--- config.mk ---
export PLATFORM = sky130hd
export DESIGN_NAME = multicycle_controller
export DESIGN_NICKNAME = d
export VERILOG_FILES = /design/src/rtl/riscv_pkg.sv /design/src/rtl/multicycle_controller.sv
export SDC_FILE = /design/constraint.sdc
export NUM_CORES = 1
export LEC_CHECK = 0
export CORE_MARGIN = 1
export CORE_UTILIZATION = 34
export DETAILED_ROUTE_END_ITERATION = 6
export HOLD_SLACK_MARGIN = 0.1
export PLACE_DENSITY = 0.82
export SETUP_SLACK_MARGIN = 0.05
export SLEW_MARGIN = 20
export SYNTH_ARGS = -nofsm -noshare
export SYNTH_HDL_FRONTEND = slang
export SYNTH_SLANG_ARGS = --single-unit
--- constraint.sdc ---
create_clock -name clk -period 1.7 [get_ports clk]
set_clock_uncertainty 0.15 [all_clocks]
set_input_delay 0.255 -clock clk [delete_from_list [all_inputs] [get_ports clk]]
set_output_delay 0.255 -clock clk [all_outputs]
set_load 0.05 [all_outputs]
--- src/rtl/riscv_pkg.sv ---
// Shared encodings for the multicycle RISC-V controller: opcodes, FSM states and
// datapath mux selects.
package riscv_pkg;

    localparam logic [6:0] OpcOp    = 7'b0110011;
    localparam logic [6:0] OpcOpImm = 7'b0010011;
    localparam logic [6:0] OpcLoad  = 7'b0000011;
    localparam logic [6:0] OpcStore = 7'b0100011;

    typedef enum logic [2:0] {
        StFetch  = 3'd0,
        StDecode = 3'd1,
        StExec   = 3'd2,
        StWbAlu  = 3'd3,
        StAddr   = 3'd4,
        StMem    = 3'd5,
        StWbMem  = 3'd6,
        StTrap   = 3'd7
    } state_e;

    typedef enum logic [1:0] {
        ImmNone = 2'd0,
        ImmI    = 2'd1,
        ImmS    = 2'd2
    } imm_sel_e;

    typedef enum logic [1:0] {
        SrcBRs2  = 2'd0,
        SrcBImm  = 2'd1,
        SrcBFour = 2'd2
    } alu_src_b_e;

endpackage

--- src/rtl/multicycle_controller.sv ---
// Multicycle control FSM for an RV32 subset (OP, OP-IMM, LOAD, STORE); unsupported
// opcodes park the FSM in TRAP until reset.
module multicycle_controller
    import riscv_pkg::*;
(
    input  logic        clk,
    input  logic        rst,
    input  logic [31:0] instr,
    input  logic        mem_ready,
    output logic        mem_req,
    output logic        mem_we,
    output logic        addr_sel,
    output logic        pc_we,
    output logic        ir_we,
    output logic [1:0]  imm_sel,
    output logic [1:0]  alu_src_b,
    output logic        rf_we,
    output logic        wb_sel,
    output logic        illegal,
    output logic [2:0]  state,
    output logic [15:0] retired
);

    state_e      state_q, state_d;
    logic [15:0] retired_q, retired_d;
    logic        illegal_q, illegal_d;

    logic        mem_req_c, pc_we_c, ir_we_c, rf_we_c;
    logic        retire;
    imm_sel_e    imm_sel_c;
    alu_src_b_e  alu_src_b_c;

    logic [6:0]  opcode;
    logic        is_store;

    assign opcode   = instr[6:0];
    assign is_store = (opcode == OpcStore);

    always_comb begin
        state_d     = state_q;
        mem_req_c   = 1'b0;
        mem_we      = 1'b0;
        addr_sel    = 1'b0;
        pc_we_c     = 1'b0;
        ir_we_c     = 1'b0;
        imm_sel_c   = ImmNone;
        alu_src_b_c = SrcBRs2;
        rf_we_c     = 1'b0;
        wb_sel      = 1'b0;
        retire      = 1'b0;

        unique case (state_q)
            StFetch: begin
                mem_req_c   = 1'b1;
                alu_src_b_c = SrcBFour;
                ir_we_c     = mem_ready;
                pc_we_c     = mem_ready;
                if (mem_ready) begin
                    state_d = StDecode;
                end
            end
            StDecode: begin
                if (opcode == OpcOp || opcode == OpcOpImm) begin
                    state_d = StExec;
                end else if (opcode == OpcLoad || opcode == OpcStore) begin
                    state_d = StAddr;
                end else begin
                    state_d = StTrap;
                end
            end
            StExec: begin
                if (opcode == OpcOpImm) begin
                    alu_src_b_c = SrcBImm;
                    imm_sel_c   = ImmI;
                end
                state_d = StWbAlu;
            end
            StWbAlu: begin
                rf_we_c = 1'b1;
                retire  = 1'b1;
                state_d = StFetch;
            end
            StAddr: begin
                alu_src_b_c = SrcBImm;
                imm_sel_c   = is_store ? ImmS : ImmI;
                state_d     = StMem;
            end
            StMem: begin
                mem_req_c = 1'b1;
                addr_sel  = 1'b1;
                mem_we    = is_store;
                imm_sel_c = is_store ? ImmS : ImmI;
                if (mem_ready) begin
                    // Stores have no write-back, so they retire on memory completion.
                    if (is_store) begin
                        retire  = 1'b1;
                        state_d = StFetch;
                    end else begin
                        state_d = StWbMem;
                    end
                end
            end
            StWbMem: begin
                rf_we_c = 1'b1;
                wb_sel  = 1'b1;
                retire  = 1'b1;
                state_d = StFetch;
            end
            StTrap: begin
                state_d = StTrap;
            end
            default: begin
                state_d = StFetch;
            end
        endcase
    end

    always_comb begin
        retired_d = retired_q;
        if (retire) begin
            retired_d = retired_q + 16'd1;
        end
        illegal_d = illegal_q | (state_d == StTrap);
    end

    always_ff @(posedge clk or posedge rst) begin
        if (rst) begin
            state_q   <= StFetch;
            retired_q <= 16'd0;
            illegal_q <= 1'b0;
        end else begin
            state_q   <= state_d;
            retired_q <= retired_d;
            illegal_q <= illegal_d;
        end
    end

    // Reset parks the FSM in FETCH, whose request/strobes must stay quiet while rst is held.
    assign mem_req   = mem_req_c & ~rst;
    assign pc_we     = pc_we_c & ~rst;
    assign ir_we     = ir_we_c & ~rst;
    assign rf_we     = rf_we_c & ~rst;
    assign imm_sel   = imm_sel_c;
    assign alu_src_b = alu_src_b_c;
    assign illegal   = illegal_q;
    assign state     = state_q;
    assign retired   = retired_q;

endmodule
**Yosys cells after proc, flatten, opt, wreduce, memory -nomap -nowiden**

Index checks and enable logic that the tools add are counted.

- Register bits: 20
- Latch bits: 0
- Bits in writable memories: 0
- Memory bits (read-only): 0
- Bits of input ports: 35
- Logic and storage cells: 46
- Memories: 0

- Add/subtract/negate cells: 1
- Multipliers: 0
- Div/mod/pow operators: 0
- $lt $le $gt $ge: 0
- Eq/ne operators: 12
- Shifts and indexed selects: 0
- Mux-type cells: 19
- Bitwise operators: 5
- Reductions and logical operators: 6

Operator list:

| operator | number |
|---|---|
| $pmux W3 S7 | 1 |
| $add A16 B1 Y16 const B | 1 |
| $eq A3 B3 Y1 const B | 5 |
| $eq A7 B6 Y1 const B | 2 |
| $mux W3 | 4 |
| $mux W1 | 9 |
| $eq A7 B2 Y1 const B | 1 |
| $eq A7 B5 Y1 const B | 1 |
| $eq A3 B2 Y1 const B | 2 |
| $pmux W2 S3 | 1 |
| $reduce_or A2 Y1 | 3 |
| $mux W2 | 2 |
| $pmux W2 S2 | 1 |
| $and A1 B1 Y1 | 3 |
| $eq A3 B1 Y1 const B | 1 |
| $logic_not A3 Y1 | 1 |
| $logic_or A1 B1 Y1 | 2 |
| $pmux W1 S2 | 1 |
| $not A1 Y1 | 1 |
| $or A1 B1 Y1 | 1 |

**Depth between registers and ports, before layout**

Gate-level depths: netlist of the first run.

- Depth after elaboration: 7
- Gate-level depth with buffers: 6
- Mapped depth without buffers: 5

**Least setup slack after synthesis of the first run**

Ideal clock, no wire load.

- Kind: flip-flop to output port
- Start point: reg state_q[0], in the netlist state[0]
- End point: out pc_we
- Arrival time: 2.740 ns
- Data required time: 1.295 ns
- Setup slack: -1.445 ns
- Cell stages (with the launch flop): 5
- Buffers on the path: 2
- Path through: dfrtp_1 > buf_1 > or3_1 > nor3_1 > buf_4

- Cells in the longest elaborated chain, start to end: 3

Ends and longest elaborated chain:

| what | line | RTL |
|---|---|---|
| start: declaration | multicycle_controller.sv:24 | `state_e state_q, state_d;` |
| start signal: assignment | multicycle_controller.sv:128 | `state_q <= StFetch;` |
| start signal: assignment | multicycle_controller.sv:132 | `state_q <= state_d;` |
| $logic_not A3 Y1 | - |  |
| $mux W1 | - |  |
| $and A1 B1 Y1 | - |  |
| end: declaration | multicycle_controller.sv:13 | `output logic pc_we,` |

No other way between the ends.

**Worst setup path in the final report of the first run**

- Start point: in instr[3]
- End point: out alu_src_b[0]

- Cells in the longest elaborated chain, start to end: 3

Ends and longest elaborated chain:

| what | line | RTL |
|---|---|---|
| start: declaration | multicycle_controller.sv:8 | `input logic [31:0] instr,` |
| $eq A7 B5 Y1 | multicycle_controller.sv:72 | `if (opcode == OpcOpImm) begin` |
| $mux W1 | multicycle_controller.sv:72 |  |
| $pmux W2 S3 | multicycle_controller.sv:52 | `unique case (state_q)` |
| end: declaration | multicycle_controller.sv:16 | `output logic [1:0] alu_src_b,` |

No other way between the ends.

==> qor.tcl, run 1 <==
set qor(wl_per_cell_um) 22.6
set qor(critical_path.top_delay_family) {simple AND/OR/NAND/NOR gates}
set qor(die_area_sq_um) 3680
set qor(grt-ovfl-total) 0
set qor(worstSetupStartpoint) {instr[3]}
set qor(clock_sink_count) 20
set qor(totalWireLength_um) 5650
set qor(maximum_fanout_along_the_worst_path) 2
set qor(dp_hpwl_um) 2770
set qor(root_buffer) {clkbuf_4}
set qor(final_layout_size_suffix_gt1_share_pct) 72.3
set qor(synth_enable_flop_cells) 0
set qor(netlist_top_cells_area) {dfrtp_1 (43%), xnor2_1 (10%), o2111ai_1 (3.7%), o211ai_2 (3.2%), o21ai_1 (2.6%)}
set qor(final.fill_count) 170
set qor(ys_seq_area_share_pct) 42.8
set qor(tot_gr_track_use_pct) 26.8
set qor(timing_worst_setup_path_type) {in2out}
set qor(layout_worst_path_cycle_share_pct) 125
set qor(failed_checks) {negative setup slack}
set qor(worstPathArrival_ns) 1.73
set qor(path_cells) {buf_6 -> nand3b_1 -> or3_4 -> or4b_4 -> a21oi_4 -> buf_12}
set qor(worst-endpoint-required_ns) 1.29
set qor(kind_of_path_behind_the_tightest_hold_check) {in2reg}
set qor(critPathCaptureType) {output port}
set qor(crit_path_start_kind) {input port}
set qor(drt_pass1_iterations) 4
set qor(place_congestion) 0.836
set qor(synthMostInstantiatedCell) {dfrtp_1}
set qor(route.vias.total) 1436
set qor(io_pins) 66
set qor(finalPower_w) 0.00477
set qor(worst_hold_slack_ns) 0.265
set qor(tritoncts_clock_tree) {yes}
set qor(max_buffers_root_to_sink) 2
set qor(synthesis.area_per_instance_sq_um) 9.74
set qor(cpPeakStageDelay_ns) 0.55
set qor(drt_iter0_markers) 84
set qor(drc) 0
set qor(core_area_sq_um) 3150
set qor(critical_path.reg2reg.startpoint) {state[2]}
set qor(worstMarginPinSlew_ns) 0.545
set qor(synth_top_flop_cell) {dfrtp_1}
set qor(ys_seq_elements) 20
set qor(netlist.area_leader.share_pct) 42.8
set qor(setup_viol_count_final) 28
set qor(cts_htree_levels) 1
set qor(clkLatencyLatePin_ns) 0.31
set qor(post_layout_nonfiller_instances) 250
set qor(static-leakage-power_nw) 1.09
set qor(power.density_cell_area_nw_per_um2) 1820
set qor(yosysTopAreaCell) {dfrtp_1}
set qor(route.antenna.remaining_nets) 0
set qor(synthArstFlopShare_pct) 100
set qor(placementRows) 20
set qor(synth_cells) 120
set qor(syn-num-nets) 156
set qor(outcome) {complete, but fails checks}
set qor(finalMaxSlewViolations) 0
set qor(fin_ws_ns) -0.431
set qor(design.final.nets) 243
set qor(cts-buffers-inserted) 3
set qor(rsz0062_at_grt) {yes}
set qor(dieHeight_um) 60.6
set qor(syn_to_final_growth_pct) 124
set qor(synth_top_cells_by_count) {dfrtp_1 (20), xnor2_1 (14), inv_1 (7), nand2_1 (7), nor2_1 (7)}
set qor(synth.distinct_cells) 37
set qor(timing_hold_violations_final) 0
set qor(cap_violations) 0
set qor(layout.core_utilization_pct) 83.1
set qor(pin_count_of_the_biggest_net_entering_global_routing) 21
set qor(num_antenna_cells) 0
set qor(master_of_the_slowest_instance_on_the_critical_path) {or4b_4}
set qor(finish.instance_area_sq_um) 2620
set qor(hold_path.startpoint) {instr[4]}
set qor(ys.warnings.count) 0
set qor(post_dp_cell_area_sq_um) 2210
set qor(cts.clk_slew.worst_paths_ns) 0.12
set qor(post_synthesis_instance_area_sq_um) 1170
set qor(max_slew_margin_pct) 63.3
set qor(maxClockFrequency_ghz) 0.469
set qor(first_global_vias) 1398
set qor(initial_cell_density_of_the_core_pct) 37.1
set qor(post-route-min-period_ns) 2.13
set qor(worst-path-buf-inv) 2
set qor(dp_cells) 227
set qor(port_buffers) 40
set qor(antenna_found_initial) 0
set qor(first_pass_grt_wire_length_um) 7100
set qor(die_width_um) 60.6
set qor(worst_ir_drop_vdd_uv) 1580
set qor(via_per_inst) 5.74
## final timing paths
kind	end	slack [ns]	cells past startpoint
setup reg to reg	retired[15]	-0.40	9
hold reg to reg	illegal	0.33	1
setup / recovery	alu_src_b[0]	-0.43	6
max in group asynchronous	state[2]	0.79	3
hold / removal	state[1]	0.26	4
min in group asynchronous	illegal	0.38	3
## power by group
group / internal, W / switching, W / leakage [nW]
logic: 0.00171 / 0.00190 / 0.818
clock network: 0.000239 / 0.000160 / 0.0279
registers: 0.000604 / 0.000160 / 0.240
## placed cells by master, fill, tap and decap left out, types with 3 or more instances in the layout
cell type,instances
a21oi_1,3
and2_1,3
buf_12,28
buf_2,5
buf_4,33
buf_6,18
clkbuf_4,3
dfrtp_1,7
dfrtp_2,13
inv_1,3
nand2_1,3
nand2_4,3
nand3_1,4
nor2_1,3
nor2_4,4
nor3_1,3
o2111ai_4,3
o211ai_2,3
o21ai_0,3
o21ai_2,3
o21ai_4,3
xnor2_1,11
xnor2_2,3
## what timing repair did
action,4_1_cts,5_1_grt
endpoints found under the hold margin,1,0
buffers inserted,14,6
resized for setup,65,13
hold buffers,1,0
pin swaps,21,21
gates cloned,1,0
endpoints found under the setup margin,28,31
## layer usage
layer  part of all wire [%]  global-route usage (%)
met5                      0                       0
met4                    5.0                    4.22
met3                    6.3                    5.54
met2                     50                    47.9
met1                     39                    34.0
## registers in the layout, summed over array words and instances, names as in the netlist
name and cells:
illegal 1, retired 16, state 3
## through the flow
step	TNS, ns	worst slack, ns
after global placement	-11.72	-0.687
after floorplan	-4.49	-0.546
final	-8.79	-0.431
after CTS	-6.27	-0.497
after global routing	-10.23	-0.482
after detailed placement	-13.11	-0.711
## worst min-delay path: stages
cell and delay [ns]:
buf_6 0.08, buf_4 0.11, o32ai_1 0.09, a21oi_1 0.16
## logic make-up (layout without fill, tap and decap cells)
group                    count (synthesis)  in the layout  share of synthesized area (%)
AO/OA/AOI/OAI                           28             28                           17.3
XOR/XNOR                                17             17                           12.7
multiplexers                             1              1                          0.964
adder cells (fa/ha/maj)                  1              1                           1.07
AND/OR/NAND/NOR                         41             41                           20.1
flip-flops                              20             20                           42.8
buffers and inverters                   12             98                           4.92
## final cells by class
cell class              count  area (sq um)  share of cell area [%]
clock buffers               3          22.5                   0.860
flip-flops and latches     20           517                    19.7
repair buffers             87          1070                    40.7
well taps                  44          55.1                    2.10
inverters                   7          32.5                    1.24
multi-input cells          88           897                    34.2
clock inverters             1          30.0                    1.15
Power figures use the tool's default switching activity.
==> run 2, diff against run 1 <==
--- a/config.mk
+++ b/config.mk
@@ -5,8 +5,11 @@
 export SDC_FILE = /design/constraint.sdc
 export NUM_CORES = 1
 export LEC_CHECK = 0
+export ABC_CLOCK_PERIOD_IN_PS = 1700
+export CAP_MARGIN = 15
 export CORE_MARGIN = 1
 export CORE_UTILIZATION = 34
+export CTS_CLUSTER_SIZE = 25
 export DETAILED_ROUTE_END_ITERATION = 6
 export HOLD_SLACK_MARGIN = 0.1
 export PLACE_DENSITY = 0.82
==> results of run 2 <==
Final layout, timing and power as in run 1 (identical DEF).
